### src/rtl/demux_rr_scheduler.sv
// Round-robin burst scheduler in front of a 1-to-NUM_OUT demux.
// One word is held in an output register; sel drives the demux select.
module demux_rr_scheduler #(
    parameter int unsigned DATA_W  = 8,
    parameter int unsigned NUM_OUT = 2,
    parameter int unsigned SEL_W   = 1,
    parameter int unsigned BURST   = 2
) (
    input  logic               clk,
    input  logic               rst,
    input  logic               en,
    input  logic [NUM_OUT-1:0] chan_en,
    input  logic               in_valid,
    input  logic [DATA_W-1:0]  in_data,
    output logic               in_ready,
    output logic [NUM_OUT-1:0] out_valid,
    output logic [DATA_W-1:0]  out_data,
    input  logic [NUM_OUT-1:0] out_ready,
    output logic [SEL_W-1:0]   sel,
    output logic               busy
);

    localparam int unsigned      CNT_W    = 8;
    localparam logic [CNT_W-1:0] CNT_LAST = CNT_W'(BURST - 1);
    localparam logic [SEL_W-1:0] SEL_LAST = SEL_W'(NUM_OUT - 1);

    typedef enum logic {
        ST_IDLE,
        ST_BURST
    } state_t;

    state_t             state_q, state_d;
    logic [SEL_W-1:0]   ptr_q, ptr_d;
    logic [CNT_W-1:0]   cnt_q, cnt_d;
    logic               held_q, held_d;
    logic [DATA_W-1:0]  data_q, data_d;
    logic [SEL_W-1:0]   sel_q, sel_d;

    logic               chan_ok;
    logic               out_fire;
    logic               accept;
    logic [SEL_W-1:0]   next_ptr;

    // Next enabled channel after cur, wrapping; may return cur itself.
    function automatic logic [SEL_W-1:0] next_enabled(
        input logic [SEL_W-1:0]   cur,
        input logic [NUM_OUT-1:0] mask
    );
        logic [SEL_W-1:0] c;
        logic [SEL_W-1:0] res;
        logic             found;
        c     = cur;
        res   = cur;
        found = 1'b0;
        for (int unsigned i = 0; i < NUM_OUT; i++) begin
            c = (c == SEL_LAST) ? '0 : c + 1'b1;
            if (!found && mask[c]) begin
                res   = c;
                found = 1'b1;
            end
        end
        return res;
    endfunction

    always_comb begin
        state_d  = state_q;
        ptr_d    = ptr_q;
        cnt_d    = cnt_q;
        held_d   = held_q;
        data_d   = data_q;
        sel_d    = sel_q;

        next_ptr = next_enabled(ptr_q, chan_en);
        // Mid-burst the channel mask is ignored so a burst always completes.
        chan_ok  = (state_q == ST_BURST) | chan_en[ptr_q];
        out_fire = held_q & out_ready[sel_q];
        in_ready = ~rst & en & chan_ok & (~held_q | out_ready[sel_q]);
        accept   = in_valid & in_ready;

        if (out_fire) begin
            held_d = 1'b0;
        end

        if (accept) begin
            held_d = 1'b1;
            data_d = in_data;
            sel_d  = ptr_q;
            if (cnt_q == CNT_LAST) begin
                cnt_d   = '0;
                state_d = ST_IDLE;
                ptr_d   = next_ptr;
            end else begin
                cnt_d   = cnt_q + 1'b1;
                state_d = ST_BURST;
            end
        end else if (en && (state_q == ST_IDLE) && !chan_en[ptr_q] && (chan_en != '0)) begin
            ptr_d = next_ptr;
        end
    end

    always_ff @(posedge clk or posedge rst) begin
        if (rst) begin
            state_q <= ST_IDLE;
            ptr_q   <= '0;
            cnt_q   <= '0;
            held_q  <= 1'b0;
            data_q  <= '0;
            sel_q   <= '0;
        end else begin
            state_q <= state_d;
            ptr_q   <= ptr_d;
            cnt_q   <= cnt_d;
            held_q  <= held_d;
            data_q  <= data_d;
            sel_q   <= sel_d;
        end
    end

    always_comb begin
        out_valid = '0;
        if (held_q) begin
            out_valid[sel_q] = 1'b1;
        end
    end

    assign out_data = data_q;
    assign sel      = sel_q;
    assign busy     = held_q | (state_q == ST_BURST);

endmodule
### config.mk
export PLATFORM = sky130hd
export DESIGN_NAME = demux_rr_scheduler
export DESIGN_NICKNAME = d
export VERILOG_FILES = /design/src/rtl/demux_rr_scheduler.sv
export SDC_FILE = /design/constraint.sdc
export NUM_CORES = 1
export LEC_CHECK = 0
export ABC_CLOCK_PERIOD_IN_PS = 2500
export BUFFER_PORTS_ARGS = -buffer_cell sky130_fd_sc_hd__buf_4
export CAP_MARGIN = 20
export CORE_UTILIZATION = 40
export DETAILED_ROUTE_END_ITERATION = 8
export GPL_ROUTABILITY_DRIVEN = 0
export PLACE_DENSITY = 0.67
export SYNTH_ARGS = -nofsm -noshare
export SYNTH_HDL_FRONTEND = slang
export SYNTH_SLANG_ARGS = --single-unit
export TNS_END_PERCENT = 50
### constraint.sdc
create_clock -name clk -period 2.5 [get_ports clk]
set_input_delay 0.25 -clock clk [delete_from_list [all_inputs] [get_ports clk]]
set_output_delay 0.25 -clock clk [all_outputs]
set_load 0.01 [all_outputs]
### Word level (Yosys, flattened, before mapping)

Index checks and enable logic that the tools add are counted.

* $add $sub $neg: 3
* order comparisons: 5
* eq/ne operators: 2
* mux-type cells: 23
* bitwise operators: 11
* reduce and logical (&&, ||, !) cells: 11

Operators by type and width (count)
* 1-bit two-way mux: 20
* 8-bit by 1-bit adder with 8-bit output (second input constant): 1
* 8-bit by 1-bit equality test with 1-bit output (second input constant): 1
* 1-bit by 2-bit < comparator with 1-bit output (second input constant): 4
* 8-bit two-way mux: 1
* 2-bit nonzero test: 3
* 1-bit AND: 5
* 1-bit logical AND: 5
* 1-bit NOT: 3
* 1-bit OR: 3
* 1-bit adder (second input constant): 2
* 1-bit logical NOT: 2
* 2-bit two-way mux: 1
* 2-bit by 1-bit inequality test with 1-bit output (second input constant): 1
* 2-bit AND reduction: 1
* 1-bit demux with 1-bit select: 1
* 1-bit >= comparator (second input constant): 1

* register bits: 20
* output and inout bits: 13

### Depth between registers and ports, before layout

* word-level depth: 10
* mapped depth: 6
* mapped depth without buffers: 6

### Worst setup path after synthesis

OpenSTA, ideal clock, no wires.

* path type: register to register
* start point: reg cnt_q[1]
* end point: reg ptr_q
* data arrival time: 1.617 ns
* data required time: 2.404 ns
* slack: 0.787 ns
* stages on the path, launching flop included: 7
* path buffers: 0
* period minus slack after synthesis: 1.713 ns
* path through: dfrtp_1 > inv_1 > ha_1 > or4b_1 > nor4_4 > a211oi_1 > a311oi_2

* longest elaborated chain between the ends: 3

Ends and longest elaborated chain
* from (decl): RTL line 34 `logic [CNT_W-1:0] cnt_q, cnt_d;`
* from (signal assigned): RTL line 112 `cnt_q <= cnt_d;`
* 8-bit by 1-bit equality test with 1-bit output: RTL line 88 `if (cnt_q == CNT_LAST) begin`
* 2-bit by 1-bit inequality test with 1-bit output (no source line)
* 2-bit AND reduction (no source line)
* to (signal assigned): RTL line 111 `ptr_q <= ptr_d;`
* to (decl): RTL line 33 `logic [SEL_W-1:0] ptr_q, ptr_d;`

No other way between the ends.
A chain may end at the register's enable or synchronous reset.

### Final worst setup path

* start point: in rst
* end point: reg data_q[4] (netlist: out_data[4])

* longest elaborated chain between the ends: 5

Ends and longest elaborated chain
* from (decl): RTL line 10 `input logic rst,`
* 1-bit NOT: RTL line 77 `in_ready = ~rst & en & chan_ok & (~held_q | out_ready[sel_q]);`
* 1-bit AND (3 in series): RTL line 77
* 1-bit AND: RTL line 78 `accept = in_valid & in_ready;`
* to (signal assigned): RTL line 114 `data_q <= data_d;`
* to (decl): RTL line 36 `logic [DATA_W-1:0] data_q, data_d;`

No other way between the ends.

==> impl.org <==
** Power and ir drop
- For this design the static power due to leakage is approximately 0.63 nW.
- Worst ir drop on vdd :: 0.705 mV
- Pwr Density :: 901 mW/mm²
- The completed layout was analyzed and its total power is about 1.2 mW.

** Critical path
- STA classifies the critical path endpoint as a register.
- Data arrival time at the worst-slack endpoint :: 2.15 ns
- The critical path in this run is classified as input port to register.
- Counting cells, the worst reg-to-reg path comes to 6.
- STA puts the critical path data required time at 2.69 ns.
- Highest fanout seen on the critical path :: 9
- Startpoint type of the worst setup path :: input port

** Clock network
- Clock buffer count from CTS :: 3
- For this design, the sink count on the clock tree is 20.
- CTS built an H-tree with a depth of 1.
- Clk pin slew, worst setup/hold paths :: 0.13 ns
- In this run, post-CTS repair resized a total of 0 instances.
- Maximum clock insertion buffer count :: 2
- Clock root buffer :: sky130_fd_sc_hd__clkbuf_4
- Clock latency on the worst-skew pair, taken at its later pin, is 0.31 ns.
- TritonCTS built the clock tree.

** Worst hold path
- The worst hold path passes through 2 cells.
- Class of the tightest hold or removal check :: input port to register

** Yosys
- Synthesis produced a netlist whose cell count is 78.
- Post-Syn Area :: 990 µm²
- Number of warning messages in the yosys log :: 0
- Number of different library cells in the post-synthesis netlist :: 31
- The share of the Yosys chip area taken by registers is 50.6%.
- After synthesis, the mean cell area works out to 12.7 µm².
- Synthesis produced a netlist with a net count of 96.
- Counting flops and latches in the post-synthesis netlist gives 20.

** Global route
- Total overflow reported by the global router :: 0
- Global-route wire length before repair :: 3290 µm
- The number of antenna violations at the first check in global routing came to 0.
- Pin count of the biggest net entering global routing :: 21
- Across every metal layer, demand over resource in global routing totals between 15 and 20%.
- The number of global-route vias before repair was around 730.

** Routing
- DRC violation total after the first TritonRoute iteration :: 7
- Length of the first detailed-routing pass in iterations :: 4
- DRT antenna net count :: 0
- The final layout contains routed wiring with a total length of 1880 µm.
- Detailed routing inserted a total of between 700 and 800 vias.
- In the routed design, unresolved DRC markers number 0.
- In the routed layout, each cell is associated on average with a via count of 5.27.
- Average wire length per cell after detail routing :: between 10 and 15 µm

** Final layout
- The sequential cells in the finished layout cover a total of 500 µm².
- Final Net Count :: 131
- Share of layout cells above drive strength 1 :: 45.5%
- Area Overhead vs Synth :: 31.5%
- Leading cell types in the layout, fill and taps excluded :: sky130_fd_sc_hd__buf_4 (30), sky130_fd_sc_hd__dfrtp_1 (20), sky130_fd_sc_hd__mux2_2 (11), sky130_fd_sc_hd__nor2_1 (5), sky130_fd_sc_hd__nand2_1 (4)
- Leading cell type in the layout, fill and taps excluded :: sky130_fd_sc_hd__buf_4
- Summing all multi-input logic gate instances after layout gives 467 µm².
- After routing the design area is 0.00130 mm².
- Antenna Cells :: 0
- Core occupancy in the finished layout :: 57.2%
- Fill cells in the final layout number 182.

** Timing
- For the final routed database, the setup TNS stands at 0 ns.
- Final worst path period need :: approximately 2.0 ns
- Final Hold Fails :: 0
- Transition at the pin with the smallest max-transition slack :: 0.460 ns
- The worst path meets setup with approximately 0.54 ns of slack.
- Maximum clock frequency :: 509 MHz
- Final count of pins violating max slew :: 0
- Setup violation total in the final timing report :: 0
- In this run the tightest slew margin relative to its limit is between 60% and 70%.
- Setup repair after global routing left no endpoint under its margin.
- For the final database, setup skew stands at roughly 0.022 ns.
- After layout, the worst path uses 78.6% of the clock period.

** Die
- Die span in x :: 51.7 µm
- Core ar. :: 0.00228 mm²
- Die footprint :: 0.00268 mm²
- IO Count :: 29
- Starting density of the core :: 43.5%
- The floorplan has 17 rows.
- Die span in y :: between 50 and 60 µm

** Run
- Max-cap violations :: 0

** Place
- In this run the cell area measured after placement is between 0.001 and 0.0015 mm².
- Number of port buffers :: 28
- OpenSTA, run right after detailed placement, puts the worst setup slack at 0.595 ns.

** Status
- The flow ran to the end, and the final reports show no timing, DRC or antenna violations.
## critical path: stages
cell,delay [ns]
sky130_fd_sc_hd__dlygate4sd3_1,0.54
sky130_fd_sc_hd__buf_4,0.14
sky130_fd_sc_hd__nand3b_1,0.20
sky130_fd_sc_hd__a221oi_4,0.41
sky130_fd_sc_hd__buf_4,0.27
sky130_fd_sc_hd__mux2_2,0.34
## kinds of logic after synthesis
group,synth area share (%)
AOI/OAI and AO/OA,7.59
xor gates and xnor gates,4.43
adders and majority gates,2.53
buffers and inverters,2.28
DFF,50.6
muxes,14.5
and+or+nand+nor,18.1
## final cells by class
type	instances	area share, %
tap	28	2.69
inverter	3	0.865
timing repair buffer	31	18.1
clock buffer	3	1.73
sequential	20	38.5
multi-input combinational	54	35.9
clock inverter	1	2.31
## stage by stage
step                hold WS, ns  instances
detailed placement        0.343        135
floorplan                 0.222         78
global route              0.145        140
finish                    0.159        140
CTS                       0.151        140
global placement          0.338        135
## flip-flops by register name, indices dropped and copies added (netlist names)
register and count:
cnt_q 8, held_q 1, out_data 8, ptr_q 1, sel 1, state_q 1
## worst paths after layout
check	startpoint	end	slack (ns)
worst max register to register	cnt_q[1]$_DFFE_PP0N_	ptr_q$_DFFE_PP0P_	0.54
worst max-delay path	rst	out_data[4]$_DFFE_PP0N_	0.54
max in group asynchronous	rst	out_data[5]$_DFFE_PP0N_	1.73
min in group asynchronous	rst	cnt_q[2]$_DFFE_PP0N_	0.54
worst min register to register	cnt_q[6]$_DFFE_PP0N_	cnt_q[6]$_DFFE_PP0N_	0.51
worst min-delay path	in_data[0]	out_data[0]$_DFFE_PP0N_	0.16
## metal layers
metal	up-vias	global-route usage (%)	part of all wire (%)
li1	353	-	-
met1	359	22.1	45
met2	24	27.5	50
met3	2	4.09	4.7
met4	0	7.21	0.64
met5	-	0	0
## synth_stat cells (all sizes together)
library cell | count | area, µm²
a311oi | 1 | 15.0
and2b | 1 | 7.51
buf | 1 | 11.3
and2 | 2 | 12.5
nand3b | 1 | 7.51
o21ai | 1 | 5.00
nand4 | 3 | 31.3
dfrtp | 20 | 500
a22o | 1 | 8.76
inv | 3 | 11.3
a21oi | 1 | 5.00
mux2 | 11 | 124
or4b | 1 | 10.0
or2 | 1 | 6.26
xnor2 | 2 | 17.5
a21o | 1 | 7.51
or4 | 1 | 7.51
xor2 | 3 | 26.3
nor4 | 3 | 33.8
nor3b | 1 | 7.51
a221oi | 1 | 26.3
and3 | 1 | 6.26
nor3 | 2 | 10.0
ha | 2 | 25.0
nand3 | 1 | 5.00
mux2i | 2 | 20.0
nand2 | 4 | 15.0
a211oi | 1 | 7.51
nor2 | 5 | 18.8
## timing repair
item                                   4_1_cts  5_1_grt
hold buffers                                 1        0
endpoints found under the hold margin       12        0
setup buffers                                0        0
## power by group
part	leakage, nW	switching (mW)	internal [mW]
combinational	0.352	0.174	0.221
clock	0.0279	0.105	0.162
sequential	0.251	0.0926	0.418
No activity file was read; power rests on OpenSTA's default activity.
